### config.mk
export PLATFORM = sky130hd
export DESIGN_NAME = accumulator_reader
export DESIGN_NICKNAME = d
export VERILOG_FILES = /design/src/rtl/tpu_pkg.sv /design/src/rtl/acc_row_fifo.sv /design/src/rtl/accumulator_reader.sv
export SDC_FILE = /design/constraint.sdc
export NUM_CORES = 1
export LEC_CHECK = 0
export CAP_MARGIN = 40
export CORE_UTILIZATION = 40
export DETAILED_ROUTE_END_ITERATION = 16
export GPL_ROUTABILITY_DRIVEN = 0
export PLACE_DENSITY = 0.61
export SLEW_MARGIN = 40
export SYNTH_ARGS = -nofsm -noshare
export SYNTH_HDL_FRONTEND = slang
export SYNTH_SLANG_ARGS = --single-unit
export TNS_END_PERCENT = 100
### constraint.sdc
create_clock -name clk -period 11.6 [get_ports clk]
set_input_delay 2.9 -clock clk [delete_from_list [all_inputs] [get_ports clk]]
set_output_delay 2.9 -clock clk [all_outputs]
set_load 0.1 [all_outputs]
### src/rtl/tpu_pkg.sv
// rtl/tpu_pkg.sv - shared TPU types and constants
// Purpose: common word/address types for the accumulator datapath, the
//          accumulator register file read latency shared by the register
//          file integration and its read master, and the read-master FSM
//          state encoding.
// Ports:   none (package).
package tpu_pkg;

  localparam int BYTE_WIDTH         = 8;
  localparam int TPU_MATRIX_WIDTH   = 14;
  localparam int TPU_REGISTER_DEPTH = 512;
  localparam int ACC_ADDR_WIDTH     = $clog2(TPU_REGISTER_DEPTH);

  // Enabled cycles from read address to valid data_out:
  // 6 address-pipe stages plus the memory output register.
  localparam int ACC_READ_LATENCY   = 7;

  typedef logic [BYTE_WIDTH-1:0]     word_type;
  typedef logic [ACC_ADDR_WIDTH-1:0] accumulator_addr_type;

  typedef enum logic [1:0] {
    RD_IDLE  = 2'd0,
    RD_ISSUE = 2'd1,
    RD_DRAIN = 2'd2
  } acc_rd_state_e;

  // Row address increment with wrap at the last implemented row.
  function automatic accumulator_addr_type acc_addr_inc(
    input accumulator_addr_type addr,
    input accumulator_addr_type last_addr
  );
    return (addr == last_addr) ? '0 : addr + 1'b1;
  endfunction

endpackage

### src/rtl/acc_row_fifo.sv
// rtl/acc_row_fifo.sv - first-word-fall-through row buffer
// Purpose: small FWFT FIFO holding accumulator rows (plus tag bits) between
//          the register file return path and the output stream.
// Ports:   i_clk, i_rst_n     clock, asynchronous active-low reset
//          i_push, i_data     write one entry
//          i_pop              consume head entry (ignored when empty)
//          o_data             head entry, valid while !o_empty
//          o_empty, o_count   occupancy status
module acc_row_fifo #(
  parameter int WIDTH = 8,
  parameter int DEPTH = 8,
  localparam int CNT_W = $clog2(DEPTH + 1)
) (
  input  logic             i_clk,
  input  logic             i_rst_n,
  input  logic             i_push,
  input  logic [WIDTH-1:0] i_data,
  input  logic             i_pop,
  output logic [WIDTH-1:0] o_data,
  output logic             o_empty,
  output logic [CNT_W-1:0] o_count
);

  localparam int PTR_W = $clog2(DEPTH);
  localparam logic [PTR_W-1:0] PTR_LAST = PTR_W'(DEPTH - 1);
  localparam logic [CNT_W-1:0] CNT_FULL = CNT_W'(DEPTH);

  logic [WIDTH-1:0] r_mem [DEPTH];
  logic [PTR_W-1:0] r_wr_ptr;
  logic [PTR_W-1:0] r_rd_ptr;
  logic [CNT_W-1:0] r_count;
  logic             w_full;
  logic             w_do_pop;

  assign o_empty  = (r_count == '0);
  assign w_full   = (r_count == CNT_FULL);
  assign w_do_pop = i_pop && !o_empty;
  assign o_data   = r_mem[r_rd_ptr];
  assign o_count  = r_count;

  // Storage is not reset: entries are only observed behind a valid count.
  always_ff @(posedge i_clk) begin
    if (i_push) begin
      r_mem[r_wr_ptr] <= i_data;
    end
  end

  always_ff @(posedge i_clk or negedge i_rst_n) begin
    if (!i_rst_n) begin
      r_wr_ptr <= '0;
      r_rd_ptr <= '0;
      r_count  <= '0;
    end else begin
      if (i_push) begin
        r_wr_ptr <= (r_wr_ptr == PTR_LAST) ? '0 : r_wr_ptr + 1'b1;
      end
      if (w_do_pop) begin
        r_rd_ptr <= (r_rd_ptr == PTR_LAST) ? '0 : r_rd_ptr + 1'b1;
      end
      case ({i_push, w_do_pop})
        2'b10:   r_count <= r_count + 1'b1;
        2'b01:   r_count <= r_count - 1'b1;
        default: r_count <= r_count;
      endcase
    end
  end

  // The producer reserves space before issuing, so a push into a full
  // buffer means the credit accounting upstream is broken.
  assert property (@(posedge i_clk) disable iff (!i_rst_n) !(i_push && w_full));

endmodule

### src/rtl/accumulator_reader.sv
// rtl/accumulator_reader.sv - read-side master for the accumulator register file
// Purpose: accepts a (base row, row count) command, issues one read address per
//          enabled cycle to the register file, tracks the fixed read latency,
//          buffers returning rows and streams them out in order under
//          valid/ready backpressure. Reads are only issued against reserved
//          buffer space, so no row is ever dropped.
// Ports:   clk, rst                 clock, asynchronous active-low reset
//          enable                   register-file enable; gates issue and tracker
//          cmd_valid/cmd_ready      command handshake
//          cmd_base_addr/cmd_length first row, number of rows (0 legal)
//          rf_read_addr             registered read address to the register file
//          rf_data_out              row returned by the register file
//          out_valid/out_ready      row stream handshake
//          out_data/out_last        row data, final-row marker
//          busy                     command in progress
//          done                     one-cycle pulse when a command has drained
module accumulator_reader
  import tpu_pkg::*;
#(
  parameter int MATRIX_WIDTH   = TPU_MATRIX_WIDTH,
  parameter int REGISTER_DEPTH = TPU_REGISTER_DEPTH,
  parameter int READ_LATENCY   = ACC_READ_LATENCY,
  parameter int FIFO_DEPTH     = 8
) (
  input  logic                                   clk,
  input  logic                                   rst,
  input  logic                                   enable,
  input  logic                                   cmd_valid,
  output logic                                   cmd_ready,
  input  accumulator_addr_type                   cmd_base_addr,
  input  logic [15:0]                            cmd_length,
  output accumulator_addr_type                   rf_read_addr,
  input  logic [MATRIX_WIDTH-1:0][BYTE_WIDTH-1:0] rf_data_out,
  output logic                                   out_valid,
  input  logic                                   out_ready,
  output logic [MATRIX_WIDTH-1:0][BYTE_WIDTH-1:0] out_data,
  output logic                                   out_last,
  output logic                                   busy,
  output logic                                   done
);

  localparam int ROW_W = MATRIX_WIDTH * BYTE_WIDTH;
  localparam int CNT_W = $clog2(FIFO_DEPTH + 1);
  localparam accumulator_addr_type ADDR_LAST = accumulator_addr_type'(REGISTER_DEPTH - 1);
  localparam logic [CNT_W:0] CREDIT_MAX = (CNT_W + 1)'(FIFO_DEPTH);

  acc_rd_state_e        r_state;
  acc_rd_state_e        w_state_nxt;

  accumulator_addr_type r_next_addr;
  accumulator_addr_type r_rf_addr;
  logic [15:0]          r_remaining;

  // Flags travelling with the address currently on rf_read_addr, and the
  // tracker stages that follow the register file's internal pipeline.
  logic                    r_addr_valid;
  logic                    r_addr_last;
  logic [READ_LATENCY-1:0] r_trk_valid;
  logic [READ_LATENCY-1:0] r_trk_last;

  logic [CNT_W-1:0]     r_inflight;
  logic                 r_done;

  logic                 w_cmd_ready;
  logic                 w_accept;
  logic                 w_issue;
  logic                 w_done_set;
  logic                 w_credit_ok;
  logic [CNT_W:0]       w_used;
  logic                 w_push;
  logic                 w_pop;

  logic [ROW_W:0]       w_fifo_data;
  logic                 w_fifo_empty;
  logic [CNT_W-1:0]     w_fifo_count;
  logic                 w_fifo_last;

  // Credits: every issued read owns a buffer slot from issue until it is
  // popped, counted either as in flight or as FIFO occupancy.
  assign w_used      = {1'b0, r_inflight} + {1'b0, w_fifo_count};
  assign w_credit_ok = (w_used < CREDIT_MAX);

  // The oldest tracker stage lines up with valid rf_data_out.
  assign w_push      = enable && r_trk_valid[READ_LATENCY-1];
  assign w_pop       = out_valid && out_ready;
  assign w_fifo_last = w_fifo_data[ROW_W];

  always_comb begin
    w_state_nxt = r_state;
    w_cmd_ready = 1'b0;
    w_accept    = 1'b0;
    w_issue     = 1'b0;
    w_done_set  = 1'b0;
    case (r_state)
      RD_IDLE: begin
        w_cmd_ready = 1'b1;
        if (cmd_valid) begin
          w_accept = 1'b1;
          if (cmd_length == 16'd0) begin
            w_done_set = 1'b1;
          end else begin
            w_state_nxt = RD_ISSUE;
          end
        end
      end
      RD_ISSUE: begin
        w_issue = enable && w_credit_ok;
        if (w_issue && (r_remaining == 16'd1)) begin
          w_state_nxt = RD_DRAIN;
        end
      end
      RD_DRAIN: begin
        // Rows leave in issue order, so popping the tagged last row means
        // the tracker and the buffer are both empty afterwards.
        if (w_pop && w_fifo_last) begin
          w_done_set  = 1'b1;
          w_state_nxt = RD_IDLE;
        end
      end
      default: begin
        w_state_nxt = RD_IDLE;
      end
    endcase
  end

  always_ff @(posedge clk or negedge rst) begin
    if (!rst) begin
      r_state <= RD_IDLE;
      r_done  <= 1'b0;
    end else begin
      r_state <= w_state_nxt;
      r_done  <= w_done_set;
    end
  end

  always_ff @(posedge clk or negedge rst) begin
    if (!rst) begin
      r_next_addr <= '0;
      r_rf_addr   <= '0;
      r_remaining <= '0;
    end else if (w_accept) begin
      r_next_addr <= cmd_base_addr;
      r_remaining <= cmd_length;
    end else if (w_issue) begin
      r_rf_addr   <= r_next_addr;
      r_next_addr <= acc_addr_inc(r_next_addr, ADDR_LAST);
      r_remaining <= r_remaining - 16'd1;
    end
  end

  // Everything here advances only on enabled cycles, exactly like the
  // register file pipeline it mirrors.
  always_ff @(posedge clk or negedge rst) begin
    if (!rst) begin
      r_addr_valid <= 1'b0;
      r_addr_last  <= 1'b0;
      r_trk_valid  <= '0;
      r_trk_last   <= '0;
    end else if (enable) begin
      r_addr_valid <= w_issue;
      r_addr_last  <= w_issue && (r_remaining == 16'd1);
      r_trk_valid  <= {r_trk_valid[READ_LATENCY-2:0], r_addr_valid};
      r_trk_last   <= {r_trk_last[READ_LATENCY-2:0], r_addr_last};
    end
  end

  always_ff @(posedge clk or negedge rst) begin
    if (!rst) begin
      r_inflight <= '0;
    end else begin
      case ({w_issue, w_push})
        2'b10:   r_inflight <= r_inflight + 1'b1;
        2'b01:   r_inflight <= r_inflight - 1'b1;
        default: r_inflight <= r_inflight;
      endcase
    end
  end

  acc_row_fifo #(
    .WIDTH (ROW_W + 1),
    .DEPTH (FIFO_DEPTH)
  ) u_row_fifo (
    .i_clk   (clk),
    .i_rst_n (rst),
    .i_push  (w_push),
    .i_data  ({r_trk_last[READ_LATENCY-1], rf_data_out}),
    .i_pop   (w_pop),
    .o_data  (w_fifo_data),
    .o_empty (w_fifo_empty),
    .o_count (w_fifo_count)
  );

  assign cmd_ready    = w_cmd_ready;
  assign rf_read_addr = r_rf_addr;
  assign out_valid    = !w_fifo_empty;
  assign out_data     = w_fifo_data[ROW_W-1:0];
  assign out_last     = out_valid && w_fifo_last;
  assign busy         = (r_state != RD_IDLE);
  assign done         = r_done;

endmodule
======== Word level (Yosys, flattened, before mapping) ========
Memory sizes are Yosys's and may differ from the RTL's.
Index checks and enable logic that the tools add are counted.
cells by class
  add/sub/neg operators ................... 9
  eq/ne operators ......................... 14
  muxes and demuxes ....................... 24
  bitwise gates (word level) .............. 1
  reduce and logical (&&, ||, !) cells .... 18
  magnitude comparators ................... 1
operators by type and width
  kind                   number
  $mux 16                2
  $mux 9                 3
  $eq 16x1->1 const B    1
  $logic_not 16->1       1
  $pmux 4 s2             2
  $sub 16x1->16 const B  1
  $add 9x1->9 const B    1
  $eq 9x9->1 const B     1
  $mux 1                 9
  $add 4x1->4 const B    2
  $logic_and 1x1->1      8
  $mux 2                 4
  $ne 2x2->1 const B     4
  $reduce_bool 2->1      4
  $sub 4x1->4 const B    2
  $add 3x1->3 const B    2
  $eq 2x1->1 const B     3
  $eq 2x2->1 const B     3
  $eq 3x3->1 const B     2
  $mux 3                 2
  $pmux 2 s3             1
  $add 4x4->5            1
  $lt 5x4->1 const B     1
  $logic_not 4->1        1
  other kinds (6)        6
word-level totals
  output and inout bits ................... 126
  register bits after elaboration ......... 67
  memories kept ........................... 1
  bits in writable memories ............... 904
  logic and storage cells ................. 81
memory list
  memory            words  bits a word  read ports  clocked after Yosys merged registers in  write ports  line                text
  u_row_fifo.r_mem  8      113          1           0                                        1            acc_row_fifo.sv:28  logic [WIDTH-1:0] r_mem [DEPTH];

======== Longest topological paths before layout ========
Gate-level depths: netlist (run 1).
  depth in word-level cells ............... 6
  mapped depth ............................ 13
  gate-level depth less buffers ........... 11

======== Hierarchy ========
A second synthesis (run 1) with hierarchy kept.
unflattened totals
  cells, all modules ...................... 1679
  area total of the unflattened synthesis .. 38240.4 µm²
by module, submodules not included
  module              cells an instance  seq. area each (µm²)  area an instance (µm²)  times used
  acc_row_fifo        1372               27396.3               35207.5                 1
  accumulator_reader  307                1426.4                3032.9                  1

======== Worst setup path after synthesis (run 1) ========
No wires, ideal clock.
  path kind ............................... in2reg
  start ................................... input port enable
  end ..................................... memory u_row_fifo.r_mem[0][0] in the netlist's numbering, enable pin
  buffers on the path ..................... 1
  library setup time ...................... 0.863 ns
  data arrival time ....................... 13.917 ns
  stages .................................. 3
  slack ................................... -3.180 ns
  data required time ...................... 10.737 ns
  path through ............................ buf_4 nand2_1 nor4_1
between the ends
  longest elaborated chain between the ends .. 3
RTL lines
  what                          line                      text
  start, declared               accumulator_reader.sv:27  input logic enable,
  $logic_and 1x1->1             accumulator_reader.sv:84  assign w_push = enable && r_trk_valid[READ_LATENCY-1];
  $mux 1                        acc_row_fifo.sv:43        if (i_push) begin
  $mux 1 (implied by the code)  acc_row_fifo.sv:44        r_mem[r_wr_ptr] <= i_data;
  end, declared                 acc_row_fifo.sv:28
No other way between the ends.

======== Worst setup path after layout (run 1) ========
  start ................................... register u_row_fifo.r_rd_ptr[1]
  end ..................................... output port out_last
between the ends
  longest elaborated chain between the ends .. 2
RTL lines
  what                    line                       text
  start, declared         acc_row_fifo.sv:30         logic [PTR_W-1:0] r_rd_ptr;
  start signal, assigned  acc_row_fifo.sv:58         r_rd_ptr <= (r_rd_ptr == PTR_LAST) ? '0 : r_rd_ptr + 1'b1;
  $mem_v2 8x113           -
  $logic_and 1x1->1       accumulator_reader.sv:197  assign out_last = out_valid && w_fifo_last;
  end, declared           accumulator_reader.sv:37   output logic out_last,
No other way between the ends.

==> impl_metrics.csv, run 1 <==
group,metric,value,unit
sta,max-slew-margin-rel,44.0,%
critical_path,crit_path_dat,3.55,ns
sta,unrepaired_setup_endpoints_after_global_routing,"false",
cts,cts.sinks,971,
floorplan,floorplan.initialDensity,40.5,%
global_route,largest_net_degree_at_the_start_of_global_routing,116,
run_status,outcome,"finished, final reports clean",
critical_path,path_class,"reg2out",
finish,fin_nets,2146,
logic_synthesis,synth.net_count,1823,
sta,timing.final.max_slew_violations,0,
critical_path,max_stage_delay_cell_worst_path,"sky130_fd_sc_hd__dfrtp_4",
routing,average_vias_per_placed_instance,5.26,
logic_synthesis,netlist_area,37300,um^2
finish,layout-area-overhead-vs-synth,19.0,%
cts,worst_setup_hold_path_clk_slew,0.05,ns
global_route,first_pass_grt_wire_length,118,mm
logic_synthesis,synth_largest_area_cell,"sky130_fd_sc_hd__edfxtp_1",
logic_synthesis,ys.flop_type,"sky130_fd_sc_hd__edfxtp_1",
critical_path,cp.depth,5,
critical_path,worst_path_dominant_cell_family,"multiplexers",
sta,max_freq,155,MHz
sta,final_min_period_over_clock_period,55.6,%
global_route,grt_remaining_overflow,0,
routing,vias,17379,
critical_path,setup.worst_path.end,"out_last",
floorplan,std_cell_rows,111,
routing,detail_route.drc_violations,0,
routing,wl_per_cell,23.7,um
global_route,number_of_global_route_vias_before_repair,18951,
critical_path,start_kind,"flip-flop",
cts,clock_insertion_delay_worst_skew,0.66,ns
critical_path,critical_path_buf_inv_count,2,
cts,buffer_levels_on_the_longest_clock_path,3,
floorplan,design.die.area,94500,um^2
critical_path,reg2reg_setup_slack,8.04,ns
logic_synthesis,number_of_flops_mapped_to_enable_cells_by_yosys,904,
sta,final_worst_clock_skew,0.0163,ns
logic_synthesis,commonest_cells_in_the_synthesized_netlist,"sky130_fd_sc_hd__edfxtp_1 (904), sky130_fd_sc_hd__mux4_2 (226), sky130_fd_sc_hd__mux2_2 (131)",
logic_synthesis,synth.top_cell.area_share,72.7,%
critical_path,critical_path.max_fanout,115,
logic_synthesis,asyncSetResetFlopFracSynth,6.90,%
cts,numCtsBuffers,101,
critical_path,crit_chain,"buf_12 > mux4_2 > mux2i_1 > nor2_1 > buf_2",
global_route,grt_use_total,16.8,%
run,timing.max_cap.violations,0,
critical_path,critPathCaptureType,"primary output",
global_route,grt_antenna_before_repair,9,
sta,fin_hold_ws,0.470,ns
sta,timing.final.crit_period,6.45,ns
logic_synthesis,synthDistinctLibCells,53,
critical_path,crit_path_max_incr_delay,0.86,ns
logic_synthesis,synth.yosys.warnings,0,
critical_path,critical_path_required,8.70,ns
critical_path,critical_path.reg2reg.startpoint,"r_inflight[3]",
floorplan,floorplan.core_area,92100,um^2
logic_synthesis,synth_cells,1663,
sta,timing.final.setup_violations,0,
cts,cts-htree-levels,3,
cts,post-cts-setup-buffers,0,
cts,tritoncts,"yes",
finish,layout-drive-gt1-share,32.9,%
placement,dpl.hpwl,42.7,mm
floorplan,num_io_pins,268,
logic_synthesis,cell_types_occupying_the_most_area_after_synthesis,"sky130_fd_sc_hd__edfxtp_1 (73%), sky130_fd_sc_hd__mux4_2 (14%), sky130_fd_sc_hd__dfrtp_1 (4.5%), sky130_fd_sc_hd__mux2_2 (4.0%), sky130_fd_sc_hd__ha_1 (0.57%)",
routing,drt_wl_total,78.4,mm
floorplan,height_of_the_chip,307,um
sta,worst-slew-pin-transition,0.839,ns
sta,final_hold_viol_count,0,
floorplan,die-width,307,um
logic_synthesis,yosysMostFrequentCell,"sky130_fd_sc_hd__edfxtp_1",
logic_synthesis,synth_seq_area_share,77.2,%
critical_path,r2r_worst_path_depth,12,
routing,drtIter0Drc,1027,
routing,ant_nets,0,
cts,post_cts_hold_buffer_count,0,
placement,port_buffers,267,
worst_hold_path,hold_class,"reg2reg",
critical_path,worst_setup_path_startpoint,"u_row_fifo.r_rd_ptr[1]",
critical_path,r2r_end,"r_inflight[2]",
cts,quantity_of_gates_resized_following_cts,0,
logic_synthesis,syn_avg_cell_area,22.4,um^2
routing,drtPass1Iterations,5,
cts,cts.root.buffer_cell,"sky130_fd_sc_hd__clkbuf_16",
logic_synthesis,postSynthRegisterBits,971,
## worst reg2reg max path: stages (launching register included)
cell and delay [ns]:
sky130_fd_sc_hd__dfrtp_1 0.40, sky130_fd_sc_hd__ha_1 0.30, sky130_fd_sc_hd__or4b_4 0.57, sky130_fd_sc_hd__nor4_4 0.29, sky130_fd_sc_hd__buf_4 0.26, sky130_fd_sc_hd__inv_2 0.32
sky130_fd_sc_hd__ha_1 0.42, sky130_fd_sc_hd__xor2_1 0.18, sky130_fd_sc_hd__ha_1 0.19, sky130_fd_sc_hd__a21oi_1 0.15, sky130_fd_sc_hd__xor2_1 0.15, sky130_fd_sc_hd__nor2_1 0.06
sky130_fd_sc_hd__xor2_1 0.14
## area by class of cell
| cell class | instances | area [um^2] |
|---|---|---|
| Inverter | 12 | 45.0 |
| Fill cell | 7485 | 47700 |
| Sequential cell | 971 | 28800 |
| Clock inverter | 58 | 676 |
| Timing Repair Buffer | 303 | 2490 |
| Clock buffer | 118 | 2610 |
| Antenna cell | 1 | 2.50 |
| Tap cell | 1243 | 1560 |
| Multi-Input combinational cell | 597 | 8200 |
## layout by cell type (no fill, tap or decap), drive strengths merged, types with 9 or more instances in the layout
cell,netlist,routed
edfxtp,904,904
mux4,226,226
buf,32,163
clkdlybuf4s50,0,140
mux2,131,131
clkbuf,51,118
dfrtp,67,67
clkinv,0,42
nand2,40,40
nor2,27,27
o21ai,17,17
ha,17,17
nor3,17,17
inv,12,15
nor4,14,14
bufinv,0,13
a221o,10,10
or4,10,10
a31oi,9,9
## kinds of logic (layout without fill, tap and decap cells)
family                   after synthesis  after routing  synth area share (%)
AO/OA/AOI/OAI                         61             61                  1.17
XOR/XNOR                               8              8                 0.188
adder cells (fa/ha/maj)               18             18                 0.624
buffers and inverters                 95            491                 0.989
flip-flops                           971            971                  77.2
multiplexers                         360            360                  17.7
other                                  0              1                     0
AND/OR/NAND/NOR                      150            150                  2.14
## per-layer routing
metal | global-route usage [%] | vias up | routed length (um)
li1 | - | 7630 | -
met1 | 20.8 | 9270 | 31900
met2 | 29.1 | 342 | 40400
met3 | 4.59 | 121 | 4550
met4 | 3.90 | 16 | 1450
met5 | 0 | - | 92
## stage by stage
| step | setup slack [ns] | util (%) | std cells | TNS, ns | instance area (um^2) |
|---|---|---|---|---|---|
| after floorplan | -0.0939 | - | 1663 | -31.82 | 37300 |
| after global placement | 4.44 | 45.1 | 3119 | 0 | 41500 |
| after detailed placement | 4.51 | 44.6 | 3124 | 0 | 41100 |
| after CTS | 5.00 | 48.2 | 3300 | 0 | 44400 |
| after global routing | 4.96 | 48.2 | 3302 | 0 | 44400 |
| final | 5.15 | 48.2 | 3303 | 0 | 44400 |
## worst min path at each step
stage	from	endpoint	cells after the start
global placement	r_inflight[3]	r_inflight[3]	1
floorplan	r_inflight[3]	r_inflight[3]	1
detailed placement	rf_read_addr[0]	rf_read_addr[0]	2
CTS	rf_read_addr[0]	rf_read_addr[0]	2
finish	rf_read_addr[0]	rf_read_addr[0]	2
global route	r_inflight[3]	r_inflight[3]	1
## state kept, by name, indices dropped and copies added, names as in the netlist, 4 cells and up
register and cells:
u_row_fifo.r_mem 904, r_remaining 16, r_trk_valid 7, r_inflight 4
rf_read_addr 9, r_trk_last 7, u_row_fifo.o_count 4, r_next_addr 9
Power of run 1 is left out: the tool's default activity adds up to more than one toggle a clock period on the data nets, which glitch-free logic cannot reach.
==> run 2, diff against run 1 <==
PLACE_DENSITY = 0.59   (was 0.61)
clock period = 6.4 ns   (was 11.6 ns; I/O delays follow)
==> impl_metrics.csv, run 2 (synthesized netlist as in run 1, its figures left out) <==
group,metric,value,unit
run_status,outcome,"finished, final reports clean",
sta,max-slew-margin-rel,48.3,%
global_route,number_of_global_route_vias_before_repair,19301,
sta,timing.final.crit_period,4.86,ns
sta,timing.final.setup_violations,0,
floorplan,design.die.area,94500,um^2
sta,max_freq,206,MHz
worst_hold_path,hold_class,"reg2reg",
cts,worst_setup_hold_path_clk_slew,0.06,ns
floorplan,std_cell_rows,111,
cts,post-cts-setup-buffers,0,
routing,drt_wl_total,79.3,mm
sta,final_worst_clock_skew,0.0163,ns
sta,final_hold_viol_count,0,
run,timing.max_cap.violations,0,
routing,detailroute.wirelength.met3,4.30,mm
routing,vias,17485,
finish,multi_input_area,8230,um^2
critical_path,start_kind,"primary input",
finish,layout-area-overhead-vs-synth,19.4,%
routing,dr.max_layer_used,"met5",
floorplan,floorplan.initialDensity,40.5,%
routing,detail_route.drc_violations,0,
floorplan,num_io_pins,268,
finish,nFillCells,7502,
critical_path,critical_path_required,6.94,ns
routing,routed-wl-met2,40.4,mm
critical_path,critPathCaptureType,"flip-flop",
finish,mostFrequentLayoutCell,"sky130_fd_sc_hd__edfxtp_1",
finish,finish.cell_count_without_fillers,3318,
routing,drtIter0Drc,1322,
cts,clock_insertion_delay_worst_skew,0.67,ns
critical_path,cpMostUsedCell,"sky130_fd_sc_hd__xor2_1",
cts,tritoncts,"yes",
sta,worst-slew-pin-transition,0.775,ns
cts,quantity_of_gates_resized_following_cts,0,
finish,fin_nets,2145,
cts,cts-htree-levels,3,
critical_path,critical_path.max_fanout,55,
critical_path,worst_path_dominant_cell_family,"buffers and inverters",
finish,layout-drive-gt1-share,33.5,%
sta,final_min_period_over_clock_period,76.0,%
global_route,grt_remaining_overflow,0,
finish,final_cell_mix,"sky130_fd_sc_hd__edfxtp_1 (904), sky130_fd_sc_hd__mux4_2 (226), sky130_fd_sc_hd__clkdlybuf4s50_1 (140)",
placement,placed_area,41200,um^2
sta,unrepaired_setup_endpoints_after_global_routing,"false",
critical_path,crit_chain,"clkdlybuf4s50_1 > or4b_4 > nor4_4 > clkinv_2 > ha_1 > xor2_1 > ha_1 > a21oi_1 > xor2_1 > nor2_1 > xor2_1",
cts,buffer_levels_on_the_longest_clock_path,3,
critical_path,critical_path_buf_inv_count,2,
critical_path,crit_path_dat,5.40,ns
sta,timing.final.max_slew_violations,0,
routing,wl_per_cell,23.9,um
cts,numCtsBuffers,102,
critical_path,crit_path_max_incr_delay,0.92,ns
global_route,first_pass_grt_wire_length,120,mm
finish,regMostFlops,"u_row_fifo.r_mem",
routing,ant_nets,0,
routing,average_vias_per_placed_instance,5.27,
global_route,grt_antenna_before_repair,8,
placement,cells_after_dpl,3122,
critical_path,max_stage_delay_cell_worst_path,"sky130_fd_sc_hd__clkdlybuf4s50_1",
finish,total_area_of_sequential_cells,28800,um^2
routing,drtPass1Iterations,5,
floorplan,floorplan.core_area,92100,um^2
cts,cts.root.buffer_cell,"sky130_fd_sc_hd__clkbuf_16",
cts,post_cts_hold_buffer_count,0,
finish,finalInstanceArea,44600,um^2
floorplan,height_of_the_chip,307,um
global_route,grt_use_total,17.0,%
finish,layout_top_registers,"u_row_fifo.r_mem: 904 flops, r_remaining: 16 flops",
placement,port_buffers,267,
routing,m1WireLength,32.7,mm
floorplan,die-width,307,um
global_route,largest_net_degree_at_the_start_of_global_routing,98,
critical_path,path_class,"in2reg",
placement,dpl.hpwl,42.0,mm
sta,fin_hold_ws,0.473,ns
cts,cts.sinks,971,
finish,largest_register_ffs,904,
[run 2: cell count changes in the layout (fill, tap and decap cells not counted), sizes merged]
cell,change
clkinvlp,+5
clkbuf,+2
bufinv,-2
clkinv,+12
inv,-1
buf,-2
diode,+1
[run 2: through the flow]
step                      worst slack, ns  TNS (ns)  util (%)
after floorplan                     -1.17   -663.22         -
after global placement               1.24         0      45.3
after detailed placement             1.24         0      44.7
after CTS                            1.40         0      48.4
after global routing                 1.28         0      48.4
final                                1.54         0      48.4
[run 2: tightest hold or removal path, delay by kind of cell (launching register included)]
family           cells  cell delay (ns)
DFF                  1             0.34
and+or+nand+nor      2             0.10
[run 2: final cells by class]
type | count | area share [%]
Sequential cell | 971 | 64.7
Multi-Input combinational cell | 597 | 18.5
Clock buffer | 120 | 5.99
Timing Repair Buffer | 301 | 5.68
Tap cell | 1243 | 3.49
Clock inverter | 72 | 1.57
Inverter | 12 | 0.104
Antenna cell | 2 | 0.0112
[run 2: final timing paths]
| path | from | to | slack [ns] | cells after the start |
|---|---|---|---|---|
| worst max-delay path | enable | r_inflight[2] | 1.54 | 11 |
| worst min-delay path | rf_read_addr[0] | rf_read_addr[0] | 0.47 | 2 |
| worst max register to register | r_inflight[3] | r_inflight[2] | 2.69 | 11 |
| worst min register to register | rf_read_addr[0] | rf_read_addr[0] | 0.47 | 2 |
| max in group asynchronous | rst | u_row_fifo.r_rd_ptr[2] | 4.89 | 2 |
| min in group asynchronous | rst | r_remaining[8] | 1.03 | 2 |
[run 2: layer usage]
metal	track usage [%]	up-vias
met5	0	-
met4	4.85	12
met3	3.92	129
met2	29.5	407
met1	21.4	9283
li1	-	7654
Power of run 2 is left out for the same reason.
==> RTL edit (settings of run 2) <==
`TPU_MATRIX_WIDTH`: 14 -> 28.
--- a/src/rtl/tpu_pkg.sv
+++ b/src/rtl/tpu_pkg.sv
@@ -8,5 +8,5 @@
 
   localparam int BYTE_WIDTH         = 8;
-  localparam int TPU_MATRIX_WIDTH   = 14;
+  localparam int TPU_MATRIX_WIDTH   = 28;
   localparam int TPU_REGISTER_DEPTH = 512;
   localparam int ACC_ADDR_WIDTH     = $clog2(TPU_REGISTER_DEPTH);
Interface: changed (resized out_data and rf_data_out); port bits go from 268 to 492. The function was not compared with the original's and may differ.
==> RTL edit against run 2 <==
Via count rose by 83%; wire length grew 100%; worst setup slack worse by 0.49 ns; sequential cell count is 896 higher; synthesized area increased by 90%; cell area up 89%.
Power is not shown: default switching activity piles up to over one toggle a cycle in this logic, so the estimate is an artifact.
==> RTL edit: results <==
{
  "place_area_sq_um": 78200,
  "wl_per_cell_microns": 26.1,
  "grt_max_degree": 101,
  "netlist_top_cells_count": "edfxtp_1, mux4_2, mux2_2",
  "met3_usage": 0.0315,
  "yosysSeqAreaShare": 0.787,
  "grt_util_met1": 0.232,
  "arrival_ns": 3.76,
  "dr.first_iter.drc_count": 2214,
  "r2r_cells": 12,
  "grt_pass1_vias": 33800,
  "cts_buffers": 194,
  "antenna_found_initial": 34,
  "synth_area_leaders": "edfxtp_1, mux4_2, mux2_2",
  "nets": 3849,
  "use_met2": 0.299,
  "grt_usage": 0.179,
  "ys_types": 54,
  "fillers": 14300,
  "drive_gt1_frac": 0.346,
  "synth-edff-count": 1800,
  "dp_hpwl_microns": 88900,
  "cp_slowest_cell": "dfrtp_4",
  "cts.htree.levels": 4,
  "outcome": "finished, final reports clean",
  "path_max_fanout": 41,
  "place_ws_ns": 1.31,
  "top_regs": "u_row_fifo.r_mem: 1800 flops, r_remaining: 16 flops"
}
RTL edit: final timing paths:
kind	startpoint	endpoint	slack (ns)
max in group asynchronous	rst	u_row_fifo.r_rd_ptr[1]	4.58
min reg2reg	rf_read_addr[0]	rf_read_addr[0]	0.47
min	rf_read_addr[0]	rf_read_addr[0]	0.47
max	u_row_fifo.r_rd_ptr[0]	out_data[116]	1.04
max reg2reg	r_inflight[3]	r_inflight[2]	2.65
min in group asynchronous	rst	r_remaining[12]	0.83
RTL edit: per-layer routing:
metal	vias to the layer above	share of wire
met1	17200	0.41
met5	-	0.00022
li1	13900	-
met2	738	0.51
met4	6	0.033
met3	261	0.041
RTL edit: kinds of logic (layout without fill, tap and decap cells):
logic type                 count (synthesis)  after routing  share of synthesized area
and+or+nand+nor                          149            149                     0.0112
xor gates and xnor gates                   8              8                   0.000990
buffers and inverters                    156            930                    0.00885
muxes                                    696            696                      0.182
DFF                                     1867           1867                      0.787
AOI/OAI and AO/OA                         61             61                    0.00617
adders and majority gates                 18             18                    0.00329
other                                      0             18                          0
RTL edit: final cells by class:
class                      instances  area (sq um)  area share
clock buffer                     258          5260      0.0625
inverter                          12          46.3    0.000549
tap                             2340          2930      0.0347
clock inverter                    90           737     0.00875
sequential                      1867         55700       0.661
antenna                           18          45.0    0.000535
timing repair buffer             570          4970      0.0590
multi-input combinational        932         14500       0.173
RTL edit: metrics by stage:
step           cells  hold WS (ns)
5_1_grt         6084         0.501
3_5_place_dp    5721         0.462
3_3_place_gp    5720         0.465
4_1_cts         6069         0.475
6_report        6087         0.468
2_1_floorplan   2955         0.452
RTL edit: critical path: cells and delay by family (launching register included):
family	cells	cell delay (ns)
DFF	1	0.77
buffers and inverters	4	1.16
muxes	2	0.85
